<file path="src/rtl/crgu_seq_ctrl.sv">
// Ordered power-up/power-down sequencer for CRGU leaf clock/reset domains, always-on 32k clock.
// Latency: one channel step = 1 start cycle + RST_HOLD hold cycles + step_dly idle cycles; masked channels take 1 cycle.
// No backpressure: level-driven by seq_start, outputs are registered enables/resets (scan_mode override is combinational).
//
// Ports:
//   clk_32k, rst_32k_alon_n : always-on clock and asynchronous active-low reset
//   scan_mode               : forces all clock enables on and resets to follow rst_32k_alon_n
//   seq_start               : 1 = bring up / stay up, 0 = bring down
//   ch_en                   : channel mask sampled at each up-step start
//   step_dly                : extra idle cycles after each channel step
//   soft_rst_req            : per-channel soft reset pulses, honoured only while running
//   ch_clk_en, ch_rst_n     : per-channel leaf ICG enable and active-low reset
//   seq_busy, seq_done      : sequencing in progress / all channels up
//   cur_ch                  : channel pointer currently being stepped

module crgu_seq_ctrl #(
  parameter int NCH      = 8,
  parameter int CNT_W    = 8,
  parameter int RST_HOLD = 4
) (
  input  logic                    clk_32k,
  input  logic                    rst_32k_alon_n,
  input  logic                    scan_mode,
  input  logic                    seq_start,
  input  logic [NCH-1:0]          ch_en,
  input  logic [CNT_W-1:0]        step_dly,
  input  logic [NCH-1:0]          soft_rst_req,
  output logic [NCH-1:0]          ch_clk_en,
  output logic [NCH-1:0]          ch_rst_n,
  output logic                    seq_busy,
  output logic                    seq_done,
  output logic [$clog2(NCH)-1:0]  cur_ch
);

  localparam int PTR_W  = $clog2(NCH);
  localparam int SCNT_W = $clog2(RST_HOLD + 1);

  localparam logic [PTR_W-1:0]  PTR_LAST  = PTR_W'(NCH - 1);
  localparam logic [CNT_W-1:0]  HOLD_LAST = CNT_W'(RST_HOLD - 1);
  localparam logic [SCNT_W-1:0] SOFT_INIT = SCNT_W'(RST_HOLD);

  typedef enum logic [1:0] {ST_IDLE, ST_UP, ST_RUN, ST_DOWN} state_t;
  // PH_S: step start, PH_A: clk/reset hold, PH_B: step_dly idle, PH_F: final advance cycle
  typedef enum logic [1:0] {PH_S, PH_A, PH_B, PH_F} phase_t;

  state_t                   state_q, state_d;
  phase_t                   phase_q, phase_d;
  logic [PTR_W-1:0]         ptr_q, ptr_d;
  logic [CNT_W-1:0]         cnt_q, cnt_d;
  logic [NCH-1:0]           clk_en_q, clk_en_d;
  logic [NCH-1:0]           rst_n_q, rst_n_d;
  logic [NCH-1:0][SCNT_W-1:0] scnt_q, scnt_d;
  logic                     step_done;

  always_ff @(posedge clk_32k or negedge rst_32k_alon_n) begin
    if (!rst_32k_alon_n) begin
      state_q  <= ST_IDLE;
      phase_q  <= PH_S;
      ptr_q    <= '0;
      cnt_q    <= '0;
      clk_en_q <= '0;
      rst_n_q  <= '0;
      scnt_q   <= '0;
    end else begin
      state_q  <= state_d;
      phase_q  <= phase_d;
      ptr_q    <= ptr_d;
      cnt_q    <= cnt_d;
      clk_en_q <= clk_en_d;
      rst_n_q  <= rst_n_d;
      scnt_q   <= scnt_d;
    end
  end

  always_comb begin
    state_d   = state_q;
    phase_d   = phase_q;
    ptr_d     = ptr_q;
    cnt_d     = cnt_q;
    clk_en_d  = clk_en_q;
    rst_n_d   = rst_n_q;
    scnt_d    = scnt_q;
    step_done = 1'b0;

    case (state_q)
      ST_IDLE: begin
        if (seq_start) begin
          state_d = ST_UP;
          phase_d = PH_S;
          ptr_d   = '0;
          cnt_d   = '0;
        end
      end

      ST_UP: begin
        if (!seq_start) begin
          // Abort: tear down from the current channel; DOWN skips anything not clocked.
          state_d = ST_DOWN;
          phase_d = PH_S;
          cnt_d   = '0;
        end else begin
          case (phase_q)
            PH_S: begin
              if (ch_en[ptr_q]) begin
                clk_en_d[ptr_q] = 1'b1;
                phase_d         = PH_A;
                cnt_d           = '0;
              end else begin
                step_done = 1'b1;
              end
            end
            PH_A: begin
              if (cnt_q == HOLD_LAST) begin
                rst_n_d[ptr_q] = 1'b1;
                phase_d        = PH_B;
                cnt_d          = CNT_W'(1);
                step_done      = (step_dly == '0);
              end else begin
                cnt_d = cnt_q + CNT_W'(1);
              end
            end
            PH_B: begin
              // >= rather than == so a step_dly lowered mid-wait cannot wrap the counter
              if (cnt_q >= step_dly) step_done = 1'b1;
              else                   cnt_d = cnt_q + CNT_W'(1);
            end
            default: begin
              state_d = ST_RUN;
              phase_d = PH_S;
            end
          endcase
          if (step_done) begin
            cnt_d = '0;
            if (ptr_q == PTR_LAST) begin
              phase_d = PH_F;
            end else begin
              ptr_d   = ptr_q + PTR_W'(1);
              phase_d = PH_S;
            end
          end
        end
      end

      ST_RUN: begin
        if (!seq_start) begin
          // Pending soft-reset pulses are dropped; DOWN keeps those resets asserted.
          state_d = ST_DOWN;
          phase_d = PH_S;
          ptr_d   = PTR_LAST;
          cnt_d   = '0;
          scnt_d  = '0;
        end else begin
          for (int i = 0; i < NCH; i++) begin
            // Only channels actually clocked may be soft-reset, so the rst/clk invariant holds.
            if (soft_rst_req[i] && clk_en_q[i]) begin
              rst_n_d[i] = 1'b0;
              scnt_d[i]  = SOFT_INIT;
            end else if (scnt_q[i] != '0) begin
              if (scnt_q[i] == SCNT_W'(1)) rst_n_d[i] = 1'b1;
              scnt_d[i] = scnt_q[i] - SCNT_W'(1);
            end
          end
        end
      end

      default: begin // ST_DOWN; seq_start is ignored until the sequence reaches IDLE
        case (phase_q)
          PH_S: begin
            if (clk_en_q[ptr_q]) begin
              rst_n_d[ptr_q] = 1'b0;
              phase_d        = PH_A;
              cnt_d          = '0;
            end else begin
              step_done = 1'b1;
            end
          end
          PH_A: begin
            if (cnt_q == HOLD_LAST) begin
              clk_en_d[ptr_q] = 1'b0;
              phase_d         = PH_B;
              cnt_d           = CNT_W'(1);
              step_done       = (step_dly == '0);
            end else begin
              cnt_d = cnt_q + CNT_W'(1);
            end
          end
          PH_B: begin
            if (cnt_q >= step_dly) step_done = 1'b1;
            else                   cnt_d = cnt_q + CNT_W'(1);
          end
          default: begin
            state_d = ST_IDLE;
            phase_d = PH_S;
          end
        endcase
        if (step_done) begin
          cnt_d = '0;
          if (ptr_q == '0) begin
            phase_d = PH_F;
          end else begin
            ptr_d   = ptr_q - PTR_W'(1);
            phase_d = PH_S;
          end
        end
      end
    endcase
  end

  // Scan forces every leaf clock on and hands resets straight to the always-on reset.
  assign ch_clk_en = scan_mode ? {NCH{1'b1}} : clk_en_q;
  assign ch_rst_n  = scan_mode ? {NCH{rst_32k_alon_n}} : rst_n_q;
  assign seq_busy  = (state_q == ST_UP) || (state_q == ST_DOWN);
  assign seq_done  = (state_q == ST_RUN);
  assign cur_ch    = ptr_q;

endmodule
</file>
<file path="config.mk">
export PLATFORM = sky130hd
export DESIGN_NAME = crgu_seq_ctrl
export DESIGN_NICKNAME = d
export VERILOG_FILES = /design/src/rtl/crgu_seq_ctrl.sv
export SDC_FILE = /design/constraint.sdc
export NUM_CORES = 1
export LEC_CHECK = 0
export BUFFER_PORTS_ARGS = -buffer_cell sky130_fd_sc_hd__buf_2
export CAP_MARGIN = 40
export CORE_MARGIN = 5
export CORE_UTILIZATION = 50
export DETAILED_ROUTE_END_ITERATION = 16
export PLACE_DENSITY = 0.72
export SLEW_MARGIN = 0
export SYNTH_ARGS = -nofsm -noshare
export SYNTH_HDL_FRONTEND = slang
export SYNTH_SLANG_ARGS = --single-unit
</file>
<file path="constraint.sdc">
create_clock -name clk_32k -period 2.6 [get_ports clk_32k]
set_clock_uncertainty 0.05 [all_clocks]
set_input_delay 0.39 -clock clk_32k [delete_from_list [all_inputs] [get_ports clk_32k]]
set_output_delay 0.39 -clock clk_32k [all_outputs]
set_load 0.1 [all_outputs]
</file>
==> results.md, run 1 <==
- Final Hold Vio Count: 0
- CP endpoint kind: flop
- DPL Wire Length: 8810 µm
- CP max stage delay: 490 ps
- Worst reg2reg path endpoint: rst_n_q[2]$_DFFE_PN0P_
- Final ANT Viol Nets: 0
- GRT Total Usage: 21.2%
- Status: complete, no violations
- Post-Synth XOR/XNOR Area: 0.395%
- Synthesized instance count: 564
- Cell Rows: 34
- Longest Clk Path Bufs: 2
- Final period util: 98.8%
- Max Slew Vio Count: 0
- CTS tree: yes
- Layout cell share with drive strength beyond 1: 23.9%
- Worst EP required: 2750 ps
- Final min period: 2570 ps
- Register area: 1390 µm²
- Largest net degree at the start of global routing: 56
- Num CTS Buffers: 5
- Post-synthesis simple-gate area fraction: 20.8%
- Cell taking the most area after synthesis: dfrtp_1
- Violation count after the first detailed-route iteration: 191
- Worst-Skew Late Latency: 310 ps
- Max Fanout on Critical Path: 5
- Grt total ovfl: 0
- Number of synthesized flops with an enable pin: 0
- Setup tns final: 0 ps
- First-pass GRT wire length: 19900 µm
- TritonRoute pass-1 iters: 5
- R2R cell count: 8
- Final Wtd Congestion: 0.925
- Clock root cell: clkbuf_8
- Pleak: 2.35 nW
- Port-buffer cells: 48
- Async set-or-reset flop fraction in the synthesized netlist: 100%
- Worst vdd ir: 826 µV
- Place WS: -147 ps
- Synth Warn #: 0
- Synth unique cells: 59
- Die height: 104 µm
- Least-Margin Pin Slew: 731 ps
- Nets: 708
- Final setup vio count: 0
- Arrival @ worst endpoint: 2720 ps
- Area grow syn2layout: 22.9%
- Cell area after synthesis: 4430 µm²
- Syn_nets: 634
- HP Class: input pin to async pin
- Die area: 10800 µm²
- Max Cap Violations: 0
- Finished Core Util: 62.8%
- Area contributors post-synth: dfrtp_1, ha_1, nand2_1
- CTS HTree Levels: 2
- Drt wl/cell: 15.7 µm
- Antenna violations before repair: 0
- Synth Area in Compound Gates: 26.1%
- Top-count cell post-synth: nand2_1
- Sink Count: 55
- Fin worst setup slack: 30.3 ps
- Worst r2r src: cur_ch[0]$_DFFE_PN0P_
- Main synth FF type: dfrtp_1
- Commonest cells in the netlist: nand2_1, o21ai_0, dfrtp_1, inv_1, ha_1
- Die width: 104 µm
- Initial core utilization: 51.1%
- RSZ-0062 raised after global routing: yes
- Critical Path Source Type: flop
- Largest family of logic cells by synthesized area: compound AO/OA/AOI/OAI gates
- FMAX: 389 MHz
- DRC: 0
- Vias: 4402
- WL final: 11700 µm
- # IOs: 49
- Pwr dens: 1150 nW/µm²
- Vias in the first global route: 4332
- Clock slew at reported path FFs: 110 ps
- Vias per cell: 5.89
- Fillers: 784
- Mux share of post-synthesis cell area: 2.74%
- Core Region: 8680 µm²
- Sequential fraction of the synthesis area: 31.1%
- Critical Path Slowest Stage Cell: dfrtp_4
- ANT cells: 0
- Worst R2R Setup Slack: 30 ps
- Critical path type: flop to flop
- Syn avg cell area: 7.86 µm²
- Top cell type's share of synthesized area: 31.1%
- Adder-cell share of the synthesized area: 12.0%
- #FFs+latches synth: 55
- Multi-input combinational cell area: 2920 µm²
- Power, Total: 6.28 mW
- Cell breakdown of the critical path: or3b_4 > a21boi_2 > a21oi_1 > o32a_1 > or4_4 > buf_8 > o31ai_2 > a22oi_1
- Slew headroom: 51.3%
[through the flow]
step | instances | instance area, µm² | hold WS [ps]
2_1_floorplan | 564 | 4530 | 44.4
3_5_place_dp | 736 | 5210 | 436
3_3_place_gp | 736 | 5210 | 414
4_1_cts | 744 | 5310 | 200
5_1_grt | 747 | 5450 | 225
6_report | 747 | 5450 | 163
[kinds of logic after synthesis]
group                    Yosys count
AND/OR/NAND/NOR                  192
AO/OA/AOI/OAI                    183
buffers and inverters             80
flip-flops                        55
adder cells (fa/ha/maj)           42
multiplexers                      10
XOR/XNOR                           2
[area by class of cell]
class                      count  area share, %
timing repair buffer          92           13.0
multi-input combinational    429           53.6
sequential                    55           25.5
clock inverter                 3          0.367
clock buffer                   5           1.26
tap                          108           2.48
inverter                      55           3.79
[critical path: cells and delay by family, from the launching register on]
family	cells	cell delay, ps
DFF	1	490
AOI/OAI and AO/OA	5	860
and+or+nand+nor	2	880
buffers and inverters	1	170
[worst max path at each step]
stage                                from                      to  slack, ps  cells after the start
global route         cnt_q[0]$_DFFE_PN0P_  phase_q[1]$_DFFE_PN0P_       -100                      9
floorplan                       scan_mode             ch_rst_n[0]       -510                      2
detailed placement            step_dly[1]    cnt_q[0]$_DFFE_PN0P_       -150                     10
CTS                 cur_ch[0]$_DFFE_PN0P_  rst_n_q[4]$_DFFE_PN0P_          1                      8
finish              cur_ch[0]$_DFFE_PN0P_  rst_n_q[2]$_DFFE_PN0P_         30                      8
global placement              step_dly[1]    cnt_q[0]$_DFFE_PN0P_        -50                     10
[routing by layer]
layer  GRT usage (%)  vias to the layer above  routed length (µm)
li1                -                     2152                   -
met1            28.5                     2100                5270
met2            35.6                      137                5630
met3            3.35                       13                 659
met4            5.27                        0                 154
met5               0                        -                   0
[cells in the final DEF, fill, tap and decap left out, types with 3 or more instances in the layout]
master	Yosys	final
o32a_1	4	4
buf_4	0	41
nand4_1	10	10
o21ai_0	68	67
o31ai_2	0	4
a31oi_1	7	7
nor2_1	30	30
dfrtp_1	55	52
a21oi_1	27	26
nand2_1	91	91
mux2_2	7	7
nand3_1	9	9
and3_1	5	5
buf_2	3	40
nor3_1	9	5
a22oi_1	11	11
a211oi_1	5	4
o221ai_1	4	3
nor3_2	0	3
inv_1	55	55
o22ai_1	10	10
clkbuf_8	0	5
o31ai_1	16	10
nand2b_1	4	4
a21boi_0	8	8
o211ai_1	6	6
dfrtp_4	0	3
or2_2	10	9
nor3_4	2	3
or4_4	1	3
ha_1	41	38
nor2b_1	4	3
buf_12	0	9
[where the power goes]
part	leakage (nW)	switching [mW]	internal [mW]
Clock	0.0402	0.312	0.189
Sequential	0.698	0.254	1.17
Combinational	1.61	2.78	1.57
[timing repair]
action | in CTS | in global routing
setup endpoints to repair | 16 | 22
hold buffers | 0 | 0
setup buffers | 0 | 3
resized for setup | 3 | 21
pin swaps | 0 | 5
(Power assumes the default switching activity.)
==> inputs of run 2 (changes only) <==
--- a/config.mk
+++ b/config.mk
@@ -5,6 +5,7 @@
 export SDC_FILE = /design/constraint.sdc
 export NUM_CORES = 1
 export LEC_CHECK = 0
+export ABC_AREA = 1
 export BUFFER_PORTS_ARGS = -buffer_cell sky130_fd_sc_hd__buf_2
 export CAP_MARGIN = 40
 export CORE_MARGIN = 5
==> run 2 against run 1 <==
  * Global-route usage rose by 0.37 points
  * Cell count up 8.2%
  * Hold slack improved by 23 ps
  * Fmax is 6.4% higher
  * Sequential cell count unchanged
  * Combinational power rose by 3%
  * Utilization is 5.6 points lower
  * Count of clock-buffer cells in the layout unchanged
  * Total power rose by 2.7%
  * Highest routed layer unchanged
==> results.md, run 2 <==
- Status: complete, no violations (unchanged)
- Worst reg2reg path endpoint: cnt_q[2]$_DFFE_PN0P_ (was rst_n_q[2]$_DFFE_PN0P_)
- Power, Total: 6.45 mW (was 6.28 mW)
- Non-filler cells, final: 808 (was 747)
- Final period util: 92.9% (was 98.8%)
- Drt wl/cell: 14.5 µm (was 15.7 µm)
- Top-count cell post-synth: nand2_1 (unchanged)
- Port-buffer cells: 48 (unchanged)
- Cell area after synthesis: 4620 µm² (was 4430 µm²)
- Grt total ovfl: 0 (unchanged)
- Pleak: 2.71 nW (was 2.35 nW)
- Vias per cell: 5.35 (was 5.89)
- WL final: 11700 µm (about the same)
- Area grow syn2layout: 12.8% (was 22.9%)
- Area contributors post-synth: dfrtp_1, nand2_1, ha_1 (was dfrtp_1, ha_1, nand2_1)
- CTS HTree Levels: 2 (unchanged)
- Clock slew at reported path FFs: 120 ps (was 110 ps)
- Die height: 106 µm (was 104 µm)
- Die area: 11300 µm² (was 10800 µm²)
- Critical Path Slowest Stage Cell: dfrtp_1 (was dfrtp_4)
- Nets: 766 (was 708)
- Most frequent cells in the layout: nand2_1, inv_1, nor2_1, dfrtp_1 (was nand2_1, o21ai_0, inv_1, dfrtp_1, buf_4)
- Cell Rows: 35 (was 34)
- Slew headroom: 50.5% (was 51.3%)
- Cell taking the most area after synthesis: dfrtp_1 (unchanged)
- CP max stage delay: 470 ps (was 490 ps)
- Die width: 106 µm (was 104 µm)
- Commonest non-fill, non-tap cell in the layout: nand2_1 (unchanged)
- Worst-Skew Late Latency: 330 ps (was 310 ps)
- Final Hold Vio Count: 0 (unchanged)
- Top cell type's share of synthesized area: 29.8% (was 31.1%)
- Post-Place Cells: 800 (was 736)
- Initial core utilization: 50.7% (was 51.1%)
- Max Fanout on Critical Path: 8 (was 5)
- Critical Path Source Type: flop (unchanged)
- R2R cell count: 16 (was 8)
- Multi-input combinational cell area: 2810 µm² (was 2920 µm²)
- Register area: 1380 µm² (was 1390 µm²)
- Met3 usage: 3.10% (was 3.35%)
- Setup crit start: state_q[0]$_DFFE_PN0P_ (was cur_ch[0]$_DFFE_PN0P_)
- Sink Count: 55 (unchanged)
- Synth Warn #: 0 (unchanged)
- DRC: 0 (unchanged)
- Main synth FF type: dfrtp_1 (unchanged)
- Synth unique cells: 44 (was 59)
- Longest Clk Path Bufs: 2 (unchanged)
- Antenna violations before repair: 0 (unchanged)
- ANT cells: 0 (unchanged)
- Layout cell share with drive strength beyond 1: 17.6% (was 23.9%)
- FMAX: 414 MHz (was 389 MHz)
- Num CTS Buffers: 5 (unchanged)
- Cell breakdown of the critical path: inv_1 > ha_1 > buf_4 > buf_2 (was or3b_4 > a21boi_2 > a21oi_1 > o32a_1 > or4_4 > buf_8 > o31ai_2 > a22oi_1)
- Syn_nets: 713 (was 634)
- GRT Total Usage: 21.6% (was 21.2%)
- Syn avg cell area: 7.19 µm² (was 7.86 µm²)
- Least-Margin Pin Slew: 742 ps (was 731 ps)
- Worst EP required: 2160 ps (was 2750 ps)
- Fillers: 858 (was 784)
- RSZ-0062 raised after global routing: no (was yes)
- CTS tree: yes (unchanged)
- Worst vdd ir: 593 µV (was 826 µV)
- Max Slew Vio Count: 0 (unchanged)
- Post-CTS sizing: 0 (was 3)
- TritonRoute pass-1 iters: 5 (unchanged)
- First-pass GRT wire length: 20000 µm (was 19900 µm)
- Core Region: 9110 µm² (was 8680 µm²)
- Largest net degree at the start of global routing: 56 (unchanged)
- Finished Core Util: 57.2% (was 62.8%)
- Final setup vio count: 0 (unchanged)
- Worst r2r src: cnt_q[3]$_DFFE_PN0P_ (was cur_ch[0]$_DFFE_PN0P_)
- Met1 GRT Util: 28.0% (was 28.5%)
- Async set-or-reset flop fraction in the synthesized netlist: 100% (unchanged)
- Number of synthesized flops with an enable pin: 0 (unchanged)
- Worst R2R Setup Slack: 330 ps (was 30 ps)
- # IOs: 49 (unchanged)
- HP Class: input pin to async pin (unchanged)
- Final Wtd Congestion: 0.912 (was 0.925)
- Arrival @ worst endpoint: 1970 ps (was 2720 ps)
- Pwr dens: 1240 nW/µm² (was 1150 nW/µm²)
- Met2 track demand over resource: 38.0% (was 35.6%)
- Commonest cells in the netlist: nand2_1, inv_1, nor2_1 (was nand2_1, o21ai_0, dfrtp_1, inv_1, ha_1)
- Final ANT Viol Nets: 0 (unchanged)
- Vias in the first global route: 4310 (was 4332)
- DPL Wire Length: 8950 µm (was 8810 µm)
- Vias: 4324 (was 4402)
- Clock root cell: clkbuf_8 (unchanged)
- Sequential fraction of the synthesis area: 29.8% (was 31.1%)
- CP endpoint kind: output pin (was flop)
- Hold Buf Count CTS: 0 (unchanged)
- Synthesized instance count: 643 (was 564)
- Violation count after the first detailed-route iteration: 316 (was 191)
- #FFs+latches synth: 55 (unchanged)
- Max Cap Violations: 0 (unchanged)
- Final min period: 2410 ps (was 2570 ps)
- Critical path type: flop to output pin (was flop to flop)
- Busiest grt layer: met2 (unchanged)
- CP endpoint: seq_done (was rst_n_q[2]$_DFFE_PN0P_)
- Post-CTS Setup Bufs: 0 (unchanged)
[run 2: cell types whose count changed in the layout (fill, tap and decap cells not counted), sizes merged, moves of 7 or more]
cell and delta:
nand3 +41, inv +39, xor2 +10, nor2 +34, a22oi -11, o31ai -9, o21ai -20, mux2 -7
nand2 +79, buf -33, a21boi -9
[run 2: worst min-delay path by stage]
stage | startpoint | endpoint | slack, ps | cells after the start
5_1_grt | rst_32k_alon_n | cur_ch[0]$_DFFE_PN0P_ | 250 | 2
3_5_place_dp | rst_n_q[5]$_DFFE_PN0P_ | rst_n_q[5]$_DFFE_PN0P_ | 460 | 2
6_report | rst_32k_alon_n | cur_ch[0]$_DFFE_PN0P_ | 190 | 2
4_1_cts | rst_32k_alon_n | cur_ch[0]$_DFFE_PN0P_ | 220 | 2
2_1_floorplan | rst_32k_alon_n | async pin | 40 | 0
3_3_place_gp | rst_n_q[3]$_DFFE_PN0P_ | rst_n_q[3]$_DFFE_PN0P_ | 450 | 2
[run 2: critical path, delay by kind of cell, from the launching register on]
kind	cells	cell delay (ps)
flip-flops	1	470
adder cells (fa/ha/maj)	1	350
buffers and inverters	3	840
[run 2: area by class of cell]
class	instances	area share [%]
multi-input cells	481	53.9
flip-flops and latches	55	26.4
repair buffers	58	8.36
inverters	95	6.84
well taps	111	2.67
clock buffers	5	1.32
clock inverters	3	0.456
[run 2: logic make-up after synthesis]
kind of cell | count (synthesis) | share of synthesized area [%]
buf+inv | 107 | 9.40
compound gates | 102 | 13.3
simple gates | 324 | 33.5
flops | 55 | 29.8
xor+xnor | 13 | 2.46
fa+ha+maj | 42 | 11.5
[run 2: where the power goes]
part	switching (mW)	leakage, nW	internal [mW]
registers	0.280	0.714	1.16
clock network	0.324	0.0408	0.194
logic	3.10	1.95	1.39
[run 2: metal layers]
layer | part of all wire [%] | up-vias
li1 | - | 2185
met1 | 44 | 2021
met2 | 50 | 109
met3 | 5.1 | 9
met4 | 0.86 | 0
met5 | 0 | -
[run 2: per-stage QoR]
stage | hold WS [ps] | cell area [µm²] | setup TNS (ps) | setup slack, ps
after floorplan | 44.4 | 4620 | -2030 | -506
after global routing | 252 | 5210 | 0 | 57.4
after detailed placement | 459 | 5120 | 0 | 337
after global placement | 445 | 5120 | 0 | 408
after CTS | 222 | 5210 | 0 | 179
final | 187 | 5210 | 0 | 185
==> inputs of run 3 (changes only) <==
--- a/config.mk
+++ b/config.mk
@@ -11,7 +11,7 @@
 export CORE_MARGIN = 5
 export CORE_UTILIZATION = 50
 export DETAILED_ROUTE_END_ITERATION = 16
-export PLACE_DENSITY = 0.72
+export PLACE_DENSITY = 0.7
 export SLEW_MARGIN = 0
 export SYNTH_ARGS = -nofsm -noshare
 export SYNTH_HDL_FRONTEND = slang
==> constraint.sdc (replaced) <==
create_clock -name clk_32k -period 2.8 [get_ports clk_32k]
set_clock_uncertainty 0.05 [all_clocks]
set_input_delay 0.42 -clock clk_32k [delete_from_list [all_inputs] [get_ports clk_32k]]
set_output_delay 0.42 -clock clk_32k [all_outputs]
set_load 0.1 [all_outputs]
==> run 3 against run 2 <==
  * Combinational power down 9.6%
  * Critical path depth is 1 lower
  * Count of clock-buffer cells in the layout stayed put
  * Cell area shrank 0.19%
  * Non-clock buffer count fell by 4
  * Total power is 7.1% lower
  * Utilization is 0.11 points lower
  * Sequential share of layout area increased by 0.051 points
  * Sequential cell count did not move
  * Hold slack better by 41 ps
  * Critical endpoint unchanged
==> results.md, run 3 (same netlist as run 2, synthesis figures left out) <==
- Pwr dens: 1150 nW/µm² (was 1240 nW/µm²)
- R2R cell count: 9 (was 16)
- TritonRoute pass-1 iters: 5 (unchanged)
- Critical Path Source Type: flop (unchanged)
- CTS tree: yes (unchanged)
- Largest net degree at the start of global routing: 56 (unchanged)
- DRC: 0 (unchanged)
- Worst vdd ir: 596 µV (was 593 µV)
- FMAX: 431 MHz
- Status: complete, no violations (unchanged)
- Least-Margin Pin Slew: 747 ps (was 742 ps)
- Max Cap Violations: 0 (unchanged)
- Grt total ovfl: 0 (unchanged)
- Most frequent cells in the layout: nand2_1, inv_1, nor2_1, dfrtp_1 (unchanged)
- Final min period: 2320 ps
- Post-CTS sizing: 0 (unchanged)
- GRT Total Usage: 21.8% (was 21.6%)
- Final instance area: 5200 µm² (was 5210 µm²)
- Vias per cell: 5.47 (was 5.35)
- Vias in the first global route: 4290 (was 4310)
- # IOs: 49 (unchanged)
- Final period util: 82.9%
- HP Class: input pin to async pin (unchanged)
- Num CTS Buffers: 5 (unchanged)
- Setup crit start: state_q[0]$_DFFE_PN0P_ (unchanged)
- Antenna violations before repair: 0 (unchanged)
- Commonest non-fill, non-tap cell in the layout: nand2_1 (unchanged)
- Sink Count: 55 (unchanged)
- Hold Buf Count CTS: 0 (unchanged)
- Port-buffer cells: 48 (unchanged)
- Die area: 11300 µm² (unchanged)
- Pleak: 2.70 nW (was 2.71 nW)
- RSZ-0062 raised after global routing: no (unchanged)
- Post-CTS Setup Bufs: 0 (unchanged)
- Violation count after the first detailed-route iteration: 273 (was 316)
- Cell Rows: 35 (unchanged)
- Max Slew Vio Count: 0 (unchanged)
- Max Fanout on Critical Path: 8 (unchanged)
- Nets: 762 (was 766)
- Critical path type: flop to output pin (unchanged)
- Slew headroom: 50.2% (was 50.5%)
- Final Wtd Congestion: 0.838 (was 0.912)
- Clock slew at reported path FFs: 110 ps (was 120 ps)
- WL final: 11600 µm (was 11700 µm)
- CP endpoint kind: output pin (unchanged)
- Arrival @ worst endpoint: 1850 ps (was 1970 ps)
- Die width: 106 µm (unchanged)
- Worst EP required: 2330 ps (was 2160 ps)
- Clock root cell: clkbuf_8 (unchanged)
- Core Region: 9110 µm² (unchanged)
- Initial core utilization: 50.7% (unchanged)
- Vias: 4395 (was 4324)
- Area grow syn2layout: 12.5% (was 12.8%)
- Placed Area: 5090 µm² (was 5120 µm²)
- Worst-Skew Late Latency: 320 ps (was 330 ps)
- Drt wl/cell: 14.5 µm (about the same)
- Die height: 106 µm (unchanged)
- DPL Wire Length: 8910 µm (was 8950 µm)
- Longest Clk Path Bufs: 2 (unchanged)
- Final setup vio count: 0 (unchanged)
- CTS HTree Levels: 2 (unchanged)
- Worst r2r src: state_q[0]$_DFFE_PN0P_ (was cnt_q[3]$_DFFE_PN0P_)
- First-pass GRT wire length: 20500 µm (was 20000 µm)
- Final ANT Viol Nets: 0 (unchanged)
- ANT cells: 0 (unchanged)
- Final Hold Vio Count: 0 (unchanged)
- Finished Core Util: 57.1% (was 57.2%)
- Layout cell share with drive strength beyond 1: 17.2% (was 17.6%)
[run 3: cell count changes in the layout (fill, tap and decap cells not counted)]
cell / change
buf_4: -4
bufinv_16: +1
clkinv_2: +1
clkinv_4: +1
clkinvlp_4: -2
inv_6: -1
[run 3: final cells by class]
class                           instances  area, µm²
Fill cell                             857       3910
Multi-Input combinational cell        481       2810
Sequential cell                        55       1380
Timing Repair Buffer                   54        405
Inverter                               95        357
Tap cell                              111        139
Clock buffer                            5       68.8
Clock inverter                          3       43.8
[run 3: where the power goes]
part | switching [mW] | internal (mW) | leakage, nW
Sequential | 0.294 | 1.08 | 0.714
Clock | 0.286 | 0.267 | 0.0581
Combinational | 2.82 | 1.24 | 1.93
Total | 3.40 | 2.59 | 2.70
[run 3: worst max-delay path, cell delays in order (launching register included)]
cell and delay, ps:
dfrtp_1 450, inv_1 130, ha_1 440, buf_2 510
[run 3: metal layers]
metal  vias up  GRT usage (%)  wire length (µm)
li1       2183              -                 -
met1      2085           29.2              5350
met2       115           38.2              5720
met3        12           2.61               459
met4         0           3.89               108
met5         -              0                 0
[run 3: stage by stage]
step / setup WS [ps] / hold WS (ps) / total power [mW] / std cells / setup TNS (ps)
after detailed placement: 479 / 458 / 5.42 / 796 / 0
after global routing: 309 / 298 / 6.53 / 804 / 0
after CTS: 481 / 264 / 5.99 / 804 / 0
after floorplan: -366 / 74.4 / 4.51 / 643 / -1470
after global placement: 523 / 443 / 5.30 / 796 / 0
final: 479 / 228 / 5.99 / 804 / 0
[run 3: worst paths after layout]
kind / to / slack (ps)
max: seq_done / 480
min in group clk_32k: scnt_q[17]$_DFFE_PN0P_ / 400
min: phase_q[1]$_DFFE_PN0P_ / 230
max reg2reg: cur_ch[0]$_DFFE_PN0P_ / 510
max in group asynchronous: async pin / 1960
min reg2reg: rst_n_q[3]$_DFFE_PN0P_ / 480
